[src/rtl/fir_pkg.sv]
// fir_pkg: shared state type and default sizing for the FIR sample feeder
package fir_pkg;
  localparam int FIR_DATA_W = 16;
  localparam int FIR_FEEDER_DEPTH = 8;
  typedef enum logic [1:0] {IDLE, ISSUE, WAIT} feeder_state_t;
endpackage

[src/rtl/fir_sample_fifo.sv]
// fir_sample_fifo: circular sample buffer with occupancy count and full/empty flags
module fir_sample_fifo #(
  parameter int DATA_W = 16,
  parameter int DEPTH = 8
) (
  input  logic                     clk,
  input  logic                     rst,
  input  logic                     push,
  input  logic [DATA_W-1:0]        wdata,
  input  logic                     pop,
  output logic [DATA_W-1:0]        rdata,
  output logic                     full,
  output logic                     empty,
  output logic [$clog2(DEPTH):0]   level
);
  localparam int AW = $clog2(DEPTH);
  localparam int LW = AW + 1;
  logic [DATA_W-1:0] mem [DEPTH];
  logic [AW-1:0] wptr, rptr;
  logic wr, rd;
  assign full = level == LW'(DEPTH);
  assign empty = level == '0;
  assign wr = push && !full;
  assign rd = pop && !empty;
  assign rdata = mem[rptr];
  // storage array needs no reset; only written entries are ever read
  always_ff @(posedge clk) begin
    if (wr) mem[wptr] <= wdata;
  end
  // pointers wrap naturally at the power-of-two depth; level tracks net push/pop
  always_ff @(posedge clk or posedge rst) begin
    if (rst) begin
      wptr <= '0;
      rptr <= '0;
      level <= '0;
    end else begin
      wptr <= wr ? wptr + 1'b1 : wptr;
      rptr <= rd ? rptr + 1'b1 : rptr;
      level <= level + LW'(wr) - LW'(rd);
    end
  end
endmodule

[src/rtl/fir_sample_feeder.sv]
// fir_sample_feeder: buffers samples and hands them one at a time to the FIR controller (optional watchdog: FIR_FEEDER_WATCHDOG_EN)
module fir_sample_feeder
  import fir_pkg::*;
#(
  parameter int DATA_W = FIR_DATA_W,
  parameter int DEPTH = FIR_FEEDER_DEPTH,
  parameter int TIMEOUT_CYC = 256
) (
  input  logic                    clk,
  input  logic                    rst,
  input  logic [DATA_W-1:0]       s_data,
  input  logic                    s_valid,
  output logic                    s_ready,
  output logic [DATA_W-1:0]       fir_data,
  output logic                    fir_input_valid,
  input  logic                    fir_output_valid,
  output logic                    busy,
  output logic [$clog2(DEPTH):0]  level,
  output logic                    wd_err
);
  feeder_state_t state, nxt;
  logic full, empty, pop, wd_hit;
  logic [DATA_W-1:0] head;
  assign s_ready = !rst && !full;
  assign pop = state == IDLE && !empty;
  fir_sample_fifo #(.DATA_W(DATA_W), .DEPTH(DEPTH)) fifo (
    .clk(clk),
    .rst(rst),
    .push(s_valid && s_ready),
    .wdata(s_data),
    .pop(pop),
    .rdata(head),
    .full(full),
    .empty(empty),
    .level(level)
  );
  // state register
  always_ff @(posedge clk or posedge rst) begin
    if (rst) state <= IDLE;
    else state <= nxt;
  end
  // completion is only honoured in WAIT; IDLE and ISSUE ignore it
  always_comb begin
    nxt = (state == IDLE) ? (empty ? IDLE : ISSUE) :
          (state == ISSUE) ? WAIT :
          (fir_output_valid || wd_hit) ? IDLE : WAIT;
  end
  // decoded outputs
  always_comb begin
    fir_input_valid = state == ISSUE;
    busy = state != IDLE;
  end
  // the popped sample stays put until the next pop so the FIR sees it stable
  always_ff @(posedge clk or posedge rst) begin
    if (rst) fir_data <= '0;
    else if (pop) fir_data <= head;
  end
`ifdef FIR_FEEDER_WATCHDOG_EN
  localparam int CW = $clog2(TIMEOUT_CYC) + 1;
  logic [CW-1:0] wd_cnt;
  logic wd_flag;
  assign wd_hit = state == WAIT && !fir_output_valid && wd_cnt == CW'(TIMEOUT_CYC - 1);
  assign wd_err = wd_flag;
  // counts WAIT cycles from zero at each entry; a timeout latches the error until reset
  always_ff @(posedge clk or posedge rst) begin
    if (rst) begin
      wd_cnt <= '0;
      wd_flag <= 1'b0;
    end else begin
      wd_cnt <= (state == ISSUE) ? '0 : (state == WAIT) ? wd_cnt + 1'b1 : wd_cnt;
      wd_flag <= wd_flag || wd_hit;
    end
  end
`else
  assign wd_hit = 1'b0;
  assign wd_err = 1'b0;
`endif
endmodule

[config.mk]
export PLATFORM = sky130hd
export DESIGN_NAME = fir_sample_feeder
export DESIGN_NICKNAME = d
export VERILOG_FILES = /design/src/rtl/fir_pkg.sv /design/src/rtl/fir_sample_fifo.sv /design/src/rtl/fir_sample_feeder.sv
export SDC_FILE = /design/constraint.sdc
export NUM_CORES = 1
export LEC_CHECK = 0
export CORE_AREA = 2 2 148 150
export CTS_CLUSTER_DIAMETER = 60
export DETAILED_ROUTE_END_ITERATION = 7
export DIE_AREA = 0 0 150 152
export HOLD_SLACK_MARGIN = 0.08
export PLACE_DENSITY_LB_ADDON = 0.05
export SLEW_MARGIN = 20
export SYNTH_ARGS = -nofsm -noshare
export SYNTH_HDL_FRONTEND = slang
export SYNTH_SLANG_ARGS = --single-unit
export TNS_END_PERCENT = 20
[constraint.sdc]
create_clock -name clk -period 8.1 [get_ports clk]
set_clock_uncertainty 0.15 [all_clocks]
set_input_delay 1.62 -clock clk [delete_from_list [all_inputs] [get_ports clk]]
set_output_delay 1.62 -clock clk [all_outputs]
set_load 0.005 [all_outputs]
==> summary.txt, run 1 <==
Logic synthesis
  • YS warnings: 0
  • Syn Nets: 390
  • Gate Count Post-Synth: 361
  • Synth Flop Type: edfxtp_1
  • Sequential share of the synthesized area: 72.5%
  • Synth area leaders: edfxtp_1, dfrtp_1, mux2_2
  • Cell with the most instances after synthesis: edfxtp_1
  • Commonest cells post-synth: edfxtp_1, mux2_2, mux2i_1, dfrtp_1
  • Post-synth EDFFs: 128
  • Fraction of registers with async set/reset: 17.9%
  • Synthesized area: 6270 um^2
  • Post-synthesis cell type count: 37
  • Register bit total from synthesis: 156
  • Avg Cell Area, Syn: 17.4 um^2
  • Synth top area share: 61.3%
  • Post-synth top area cell: edfxtp_1

Global routing
  • Total track usage: 13.7%
  • GRT overflow: 0
  • Vias in the first global route: 3332
  • Initial antenna violation count: 0
  • Largest net degree at the start of global routing: 51
  • First-pass GRT wire length: 22000 um

Final layout
  • Share of layout cells above drive strength 1: 22.5%
  • Nets: 443
  • Non-filler cells, final: 707
  • Area Overhead vs Synth: 21.9%
  • N_diodes: 0

Status
  • Status: finished, final reports clean

Route
  • DR vias: 3247
  • Routed Antenna Nets: 0
  • 1st-iter DRT viols: 166
  • Detailed Routing Iterations Pass 1: 4
  • Post-route DRC: 0
  • Final wirelength: 14800 um
  • DR WL/cell: 21.0 um
  • Vias/cell: 4.59

Clock network
  • # H-tree levels: 4
  • Clk sinks: 156
  • Clk pin slew, worst setup/hold paths: 0.07 ns
  • Hold_buf cts: 0
  • Post-CTS setup repair buffer count: 0
  • Clk_lat worst skew: 0.42 ns
  • Clock root buffer: clkbuf_16
  • CTS tree: done
  • CTS Buf Count: 17
  • CTS max path bufs: 2
  • CTS-repair resized insts: 0

Critical path
  • Critical Path AT: 3.20 ns
  • CP endpoint kind: output pin
  • Worst Setup Start Kind: input pin
  • WS Path Type: in2out
  • Critical path peak fanout: 29
  • FF-to-FF End: fifo.mem[0][10]
  • Reg2reg start: fifo.level[2]
  • Reg2Reg Setup Slack: 5.29 ns
  • Critical path startpoint: rst
  • Required @ worst endpoint: 6.33 ns
  • R2r worst-path depth: 6

Pwr
  • Pwr dens: 368 nW/um^2
  • PnR Total Power: 2.82 mW
  • P_leak: 2.68 nW
  • Maximum vdd drop: 143 uV

Floorplanning
  • Die height: 152 um
  • Io pins: 44
  • Initial Utilization: 29.4%
  • Die span in x: 150 um
  • Site row count: 54
  • Core ar.: 21400 um^2
  • Die Area: 22800 um^2

STA
  • Setup TNS: 0 ns
  • Final hold vios: 0
  • Final slew viol count: 0
  • Max_slew headroom: 26.1%
  • Tcrit/Tclk final: 61.4%
  • Tmin final: 4.97 ns
  • Fmax: 201 MHz
  • Slew of the pin with the lowest slew margin: 1.11 ns
  • Setup violations, final: 0
  • Setup repair after global routing missed its margin: no

Min path
  • Hold path depth: 1
  • Hold Crit Endpoint: state[1]
  • Hold Crit Start: state[1]
  • Worst min-delay path class: reg2reg

Placed design
  • Hpwl dp: 8620 um
  • Gpl congestion: 0.678
  • # placed instances: 675
  • Buffers on Ports: 42

Job
  • Max-cap violation count: 0
sequential cells by signal, indices dropped and copies added (netlist names):
register    cells
fifo.level      4
fifo.wptr       3
state           2
fifo.rptr       3
fifo.mem      128
fir_data       16
layout make-up:
class,count,area (um^2)
well taps,280,350
repair buffers,53,503
clock inverters,14,194
fillers,2074,13700
clock buffers,18,429
flip-flops and latches,156,4550
inverters,10,37.5
multi-input cells,176,1580
worst max-delay path, cell delays in order:
cell and delay (ns):
clkdlybuf4s50_1 0.43, inv_1 0.06, buf_4 0.40, and2_1 0.19
clkdlybuf4s50_1 0.49
logic make-up after synthesis:
| kind of cell | synth area share, % |
|---|---|
| fa+ha+maj | 1.92 |
| simple gates | 2.62 |
| xor+xnor | 0.838 |
| flops | 72.5 |
| other cells | 0.0598 |
| buf+inv | 2.73 |
| mux | 11.3 |
| compound gates | 8.06 |
layout by cell type (no fill, tap or decap), types with 3 or more instances in the layout:
master / Yosys / final
a22o_1: 16 / 16
buf_4: 4 / 11
bufinv_16: 0 / 4
clkbuf_16: 0 / 17
clkdlybuf4s50_1: 0 / 42
clkinvlp_4: 0 / 4
dfrtp_1: 28 / 27
edfxtp_1: 128 / 128
ha_1: 8 / 8
inv_1: 10 / 10
mux2_2: 33 / 33
mux2i_1: 32 / 32
nand2b_1: 3 / 3
nor2_2: 0 / 5
nor2b_1: 3 / 3
o21ai_0: 16 / 16
o22ai_1: 16 / 16
o31ai_1: 7 / 7
o31ai_2: 9 / 9
xnor2_1: 3 / 3
xor2_1: 3 / 3
layer usage:
metal	up-vias	global-route usage, %	share of wire, %
li1	1509	-	-
met1	1682	18.1	46
met2	44	22.1	50
met3	12	3.72	2.6
met4	0	4.00	1.0
met5	-	0	0
worst max-delay path by stage:
| stage | slack [ns] | cells past startpoint | endpoint |
|---|---|---|---|
| 2_1_floorplan | 3.87 | 2 | s_ready |
| 3_3_place_gp | 3.09 | 5 | s_ready |
| 3_5_place_dp | 3.08 | 5 | s_ready |
| 4_1_cts | 3.07 | 5 | s_ready |
| 5_1_grt | 3.02 | 5 | s_ready |
| 6_report | 3.13 | 5 | s_ready |
where the power goes:
part / internal [mW] / leakage (nW) / total (mW) / switching (mW)
sequential: 1.00 / 1.49 / 1.09 / 0.0946
clock: 0.517 / 0.291 / 0.844 / 0.327
combinational: 0.418 / 0.899 / 0.877 / 0.459
total: 1.93 / 2.68 / 2.82 / 0.881
stage by stage:
stage | cell area (um^2) | worst slack, ns | hold WS, ns | util, %
4_1_cts | 7640 | 3.07 | 0.340 | 35.8
5_1_grt | 7640 | 3.02 | 0.389 | 35.8
6_report | 7640 | 3.13 | 0.327 | 35.8
2_1_floorplan | 6270 | 3.87 | 0.294 | -
3_5_place_dp | 7020 | 3.08 | 0.328 | 32.9
3_3_place_gp | 7010 | 3.09 | 0.315 | 32.9
(Power assumes the default switching activity.)
==> run 2, diff against run 1 <==
clock period = 4.2 ns   (was 8.1 ns; I/O delays follow)
==> summary.txt, run 2 (synthesis results as in run 1) <==
Clock network
  • CTS Buf Count: 17 (unchanged)
  • Clk_lat worst skew: 0.42 ns (about the same)
  • Clk pin slew, worst setup/hold paths: 0.07 ns (about the same)
  • Hold_buf cts: 0 (unchanged)
  • CTS-repair resized insts: 0 (unchanged)
  • Post-CTS setup repair buffer count: 0 (unchanged)
  • # H-tree levels: 4 (unchanged)
  • Clk sinks: 156 (unchanged)
  • CTS max path bufs: 2 (unchanged)
  • CTS tree: done (unchanged)
  • Clock root buffer: clkbuf_16 (unchanged)

STA
  • Setup TNS: 0 ns (unchanged)
  • Max_slew headroom: 31.6% (was 26.1%)
  • Setup violations, final: 0 (unchanged)
  • Tmin final: 3.09 ns
  • Slew of the pin with the lowest slew margin: 1.03 ns (was 1.11 ns)
  • Final hold vios: 0 (unchanged)
  • Fmax: 324 MHz
  • Setup repair after global routing missed its margin: no (unchanged)
  • Final slew viol count: 0 (unchanged)
  • Tcrit/Tclk final: 73.5%

Final layout
  • Nets: 443 (unchanged)
  • Biggest register: fifo.mem (unchanged)
  • Commonest non-fill, non-tap cell in the layout: edfxtp_1 (unchanged)
  • Most frequent cells in the layout: edfxtp_1, clkdlybuf4s50_1, mux2_2 (unchanged)
  • Share of layout cells above drive strength 1: 23.0% (was 22.5%)
  • Non-filler cells, final: 707 (unchanged)
  • Max reg flops: 128 (unchanged)
  • N_diodes: 0 (unchanged)
  • Area Overhead vs Synth: 21.1% (was 21.9%)
  • Regs by FF count: fifo.mem x128, fir_data x16, fifo.level x4 (unchanged)
  • Fillcell total: 2056 (was 2074)

Critical path
  • CP endpoint kind: output pin (unchanged)
  • Critical path peak fanout: 5 (was 29)
  • Crit path max-delay family: simple AND/OR/NAND/NOR gates (was buffers and inverters)
  • FF-to-FF End: fifo.level[3] (was fifo.mem[0][10])
  • Crit path buffers/inverters: 2 (was 4)
  • Worst Setup Start Kind: flip-flop (was input pin)
  • R2r worst-path depth: 12 (was 6)
  • Worst setup path endpoint: s_ready (unchanged)
  • WS Path Type: reg2out (was in2out)
  • Critical path startpoint: fifo.level[2] (was rst)
  • Required @ worst endpoint: 3.21 ns (was 6.33 ns)
  • Reg2reg start: fifo.level[2] (unchanged)
  • Slowest-stage cell, CP: clkdlybuf4s50_1 (unchanged)
  • Cell count along the critical path: 5 (unchanged)
  • CP max stage delay: 0.43 ns (was 0.49 ns)
  • Critical Path AT: 2.10 ns (was 3.20 ns)
  • Reg2Reg Setup Slack: 1.49 ns (was 5.29 ns)
  • Crit-path cells: inv_1, ha_1, or3b_4, and2_1, clkdlybuf4s50_1 (was clkdlybuf4s50_1, inv_1, buf_4, and2_1, clkdlybuf4s50_1)

Floorplanning
  • Initial Utilization: 29.4% (unchanged)
  • Io pins: 44 (unchanged)
  • Die span in x: 150 um (unchanged)
  • Die Area: 22800 um^2 (unchanged)
  • Core ar.: 21400 um^2 (unchanged)
  • Die height: 152 um (unchanged)
  • Site row count: 54 (unchanged)

Global routing
  • Vias in the first global route: 3431 (was 3332)
  • Largest net degree at the start of global routing: 36 (was 51)
  • Initial antenna violation count: 0 (unchanged)
  • Total track usage: 14.0% (was 13.7%)
  • GRT overflow: 0 (unchanged)
  • First-pass GRT wire length: 22700 um (was 22000 um)

Route
  • Routed Antenna Nets: 0 (unchanged)
  • Detailed Routing Iterations Pass 1: 4 (unchanged)
  • Vias/cell: 4.67 (was 4.59)
  • DR vias: 3299 (was 3247)
  • Post-route DRC: 0 (unchanged)
  • Final wirelength: 15100 um (was 14800 um)
  • DR WL/cell: 21.3 um (was 21.0 um)
  • 1st-iter DRT viols: 182 (was 166)

Placed design
  • Hpwl dp: 9410 um (was 8620 um)
  • # placed instances: 675 (unchanged)
  • Buffers on Ports: 42 (unchanged)
  • Gpl congestion: 0.709 (was 0.678)

Pwr
  • P_leak: 2.65 nW (was 2.68 nW)
  • Pwr dens: 701 nW/um^2 (was 368 nW/um^2)
  • Maximum vdd drop: 260 uV (was 143 uV)

Job
  • Max-cap violation count: 0 (unchanged)

Min path
  • Worst min-delay path class: reg2reg (unchanged)

Status
  • Status: finished, final reports clean (unchanged)
[run 2: final cells by class]
type / count / area, um^2 / share of cell area (%)
multi-input combinational: 176 / 1580 / 20.8
tap: 280 / 350 / 4.62
timing repair buffer: 53 / 515 / 6.79
sequential: 156 / 4550 / 59.9
inverter: 10 / 37.5 / 0.494
clock buffer: 17 / 425 / 5.60
clock inverter: 15 / 139 / 1.83
[run 2: per-layer routing]
metal	wire length, um	up-vias	global-route usage [%]
met2	7770	52	23.3
met3	538	13	3.42
met4	259	0	4.81
met5	0	-	0
met1	6530	1719	17.7
li1	-	1515	-
[run 2: where the power goes]
part | switching, mW | total [mW] | internal (mW)
combinational | 0.865 | 1.69 | 0.825
sequential | 0.221 | 2.15 | 1.93
clock | 0.658 | 1.48 | 0.823
[run 2: per-stage QoR]
step | instance area, um^2 | hold slack (ns) | power (mW) | util, % | setup slack, ns
3_5_place_dp | 7030 | 0.318 | 3.92 | 32.9 | 0.844
5_1_grt | 7590 | 0.354 | 5.62 | 35.6 | 1.02
3_3_place_gp | 7030 | 0.312 | 3.91 | 32.9 | 0.893
2_1_floorplan | 6270 | 0.294 | 3.23 | - | 1.28
4_1_cts | 7590 | 0.328 | 5.41 | 35.6 | 1.09
6_report | 7590 | 0.325 | 5.32 | 35.6 | 1.11
[run 2: worst min-delay path by stage]
| stage | from | endpoint | cells after the start |
|---|---|---|---|
| 3_5_place_dp | state[1] | state[1] | 1 |
| 6_report | state[1] | state[1] | 1 |
| 4_1_cts | state[1] | state[1] | 1 |
| 5_1_grt | state[1] | state[1] | 1 |
| 2_1_floorplan | state[1] | state[1] | 1 |
| 3_3_place_gp | state[1] | state[1] | 1 |
==> run 3, diff against run 2 <==
clock period = 2.9 ns   (was 4.2 ns; I/O delays follow)
==> summary.txt, run 3 (synthesis results as in run 1) <==
Status
  • Status: finished, final reports clean (unchanged)

STA
  • Fmax: 358 MHz
  • Final hold vios: 0 (unchanged)
  • Final slew viol count: 0 (unchanged)
  • Tcrit/Tclk final: 96.2%
  • Setup violations, final: 0 (unchanged)
  • Setup TNS: 0 ns (unchanged)
  • Setup repair after global routing missed its margin: no (unchanged)
  • Tmin final: 2.79 ns

Global routing
  • First-pass GRT wire length: 22200 um (was 22700 um)
  • Total track usage: 13.6% (was 14.0%)
  • Largest net degree at the start of global routing: 34 (was 36)
  • GRT overflow: 0 (unchanged)
  • Initial antenna violation count: 0 (unchanged)
  • Vias in the first global route: 3511 (was 3431)

Critical path
  • Critical Path AT: 2.06 ns (was 2.10 ns)
  • WS Path Type: reg2out (unchanged)
  • Required @ worst endpoint: 2.17 ns (was 3.21 ns)
  • CP endpoint kind: output pin (unchanged)
  • Critical path peak fanout: 5 (unchanged)
  • Worst Setup Start Kind: flip-flop (unchanged)

Final layout
  • Nets: 457 (was 443)
  • Most frequent cells in the layout: edfxtp_1, clkdlybuf4s50_1, mux2_2 (unchanged)
  • Area Overhead vs Synth: 23.9% (was 21.1%)
  • Share of layout cells above drive strength 1: 25.2% (was 23.0%)
  • N_diodes: 0 (unchanged)
  • Regs by FF count: fifo.mem x128, fir_data x16, fifo.level x4 (unchanged)
  • Commonest non-fill, non-tap cell in the layout: edfxtp_1 (unchanged)
  • Final core occ: 36.4% (was 35.6%)
  • Biggest register: fifo.mem (unchanged)
  • Max reg flops: 128 (unchanged)
  • Fin area: 7770 um^2 (was 7590 um^2)
  • Fillcell total: 2085 (was 2056)

Placed design
  • Hpwl dp: 8880 um (was 9410 um)
  • Buffers on Ports: 42 (unchanged)
  • Gpl congestion: 0.662 (was 0.709)
  • Dpl cell area: 7180 um^2 (was 7030 um^2)

Clock network
  • # H-tree levels: 4 (unchanged)
  • Clk sinks: 156 (unchanged)
  • Hold_buf cts: 0 (unchanged)
  • CTS max path bufs: 2 (unchanged)
  • Clock root buffer: clkbuf_16 (unchanged)
  • Post-CTS setup repair buffer count: 0 (unchanged)
  • Clk pin slew, worst setup/hold paths: 0.06 ns (was 0.07 ns)
  • CTS tree: done (unchanged)
  • Clk_lat worst skew: 0.42 ns (about the same)
  • CTS Buf Count: 17 (unchanged)
  • CTS-repair resized insts: 0 (unchanged)

Route
  • DR vias: 3337 (was 3299)
  • DR WL/cell: 20.3 um (was 21.3 um)
  • Detailed Routing Iterations Pass 1: 4 (unchanged)
  • Final wirelength: 14600 um (was 15100 um)
  • 1st-iter DRT viols: 193 (was 182)
  • Routed Antenna Nets: 0 (unchanged)
  • Vias/cell: 4.63 (was 4.67)
  • Post-route DRC: 0 (unchanged)

Floorplanning
  • Initial Utilization: 29.4% (unchanged)
  • Die Area: 22800 um^2 (unchanged)
  • Io pins: 44 (unchanged)
  • Site row count: 54 (unchanged)
  • Die height: 152 um (unchanged)
  • Die span in x: 150 um (unchanged)
  • Core ar.: 21400 um^2 (unchanged)

Job
  • Max-cap violation count: 0 (unchanged)

Pwr
  • Pwr dens: 1000 nW/um^2 (was 701 nW/um^2)
  • Maximum vdd drop: 522 uV (was 260 uV)
  • P_leak: 2.75 nW (was 2.65 nW)

Min path
  • Worst min-delay path class: reg2reg (unchanged)
[run 3: worst paths after layout]
path | to | slack [ns] | cells past startpoint | startpoint
hold / removal | state[1] | 0.33 | 1 | state[1]
max in group asynchronous | fifo.rptr[0] | 1.78 | 3 | rst
setup reg to reg | fifo.level[3] | 0.47 | 11 | fifo.level[2]
setup / recovery | s_ready | 0.11 | 5 | fifo.level[2]
hold reg to reg | state[1] | 0.33 | 1 | state[1]
min in group asynchronous | state[1] | 0.48 | 3 | rst
[run 3: report_power, final]
| part | internal (mW) | leakage, nW | total [mW] | switching [mW] |
|---|---|---|---|---|
| clock | 1.33 | 0.281 | 2.19 | 0.864 |
| sequential | 2.79 | 1.49 | 3.00 | 0.210 |
| combinational | 1.26 | 0.984 | 2.61 | 1.35 |
[run 3: critical path, cell delays in order, from the launching register on]
cell and delay, ns:
dfrtp_1 0.39, inv_2 0.08, ha_1 0.15, or3b_4 0.41
and2_1 0.17, clkdlybuf4s50_1 0.43
[run 3: routing by layer]
metal  routed length, um  GRT usage, %  share of wire, %  vias to the layer above
met3                 336          3.00               2.3                       15
met5                   0             0                 0                        -
met1                6880          18.2                47                     1742
met2                7210          21.8                49                       44
li1                    -             -                 -                     1536
met4                 203          4.85               1.4                        0
[run 3: cell type report]
| cell class | instances | area (um^2) | share of cell area [%] |
|---|---|---|---|
| well taps | 280 | 350 | 4.51 |
| clock buffers | 21 | 470 | 6.06 |
| flip-flops and latches | 156 | 4550 | 58.5 |
| repair buffers | 67 | 671 | 8.63 |
| multi-input cells | 176 | 1580 | 20.3 |
| clock inverters | 10 | 115 | 1.48 |
| inverters | 10 | 37.5 | 0.483 |
[run 3: metrics by stage]
stage | power (mW) | hold slack [ns] | cells | setup WS [ns]
global placement | 5.72 | 0.318 | 689 | 0.314
global route | 8.28 | 0.363 | 720 | 0.0178
CTS | 7.96 | 0.333 | 720 | 0.0402
detailed placement | 5.73 | 0.331 | 689 | 0.325
floorplan | 4.68 | 0.294 | 361 | 0.238
finish | 7.80 | 0.330 | 720 | 0.109
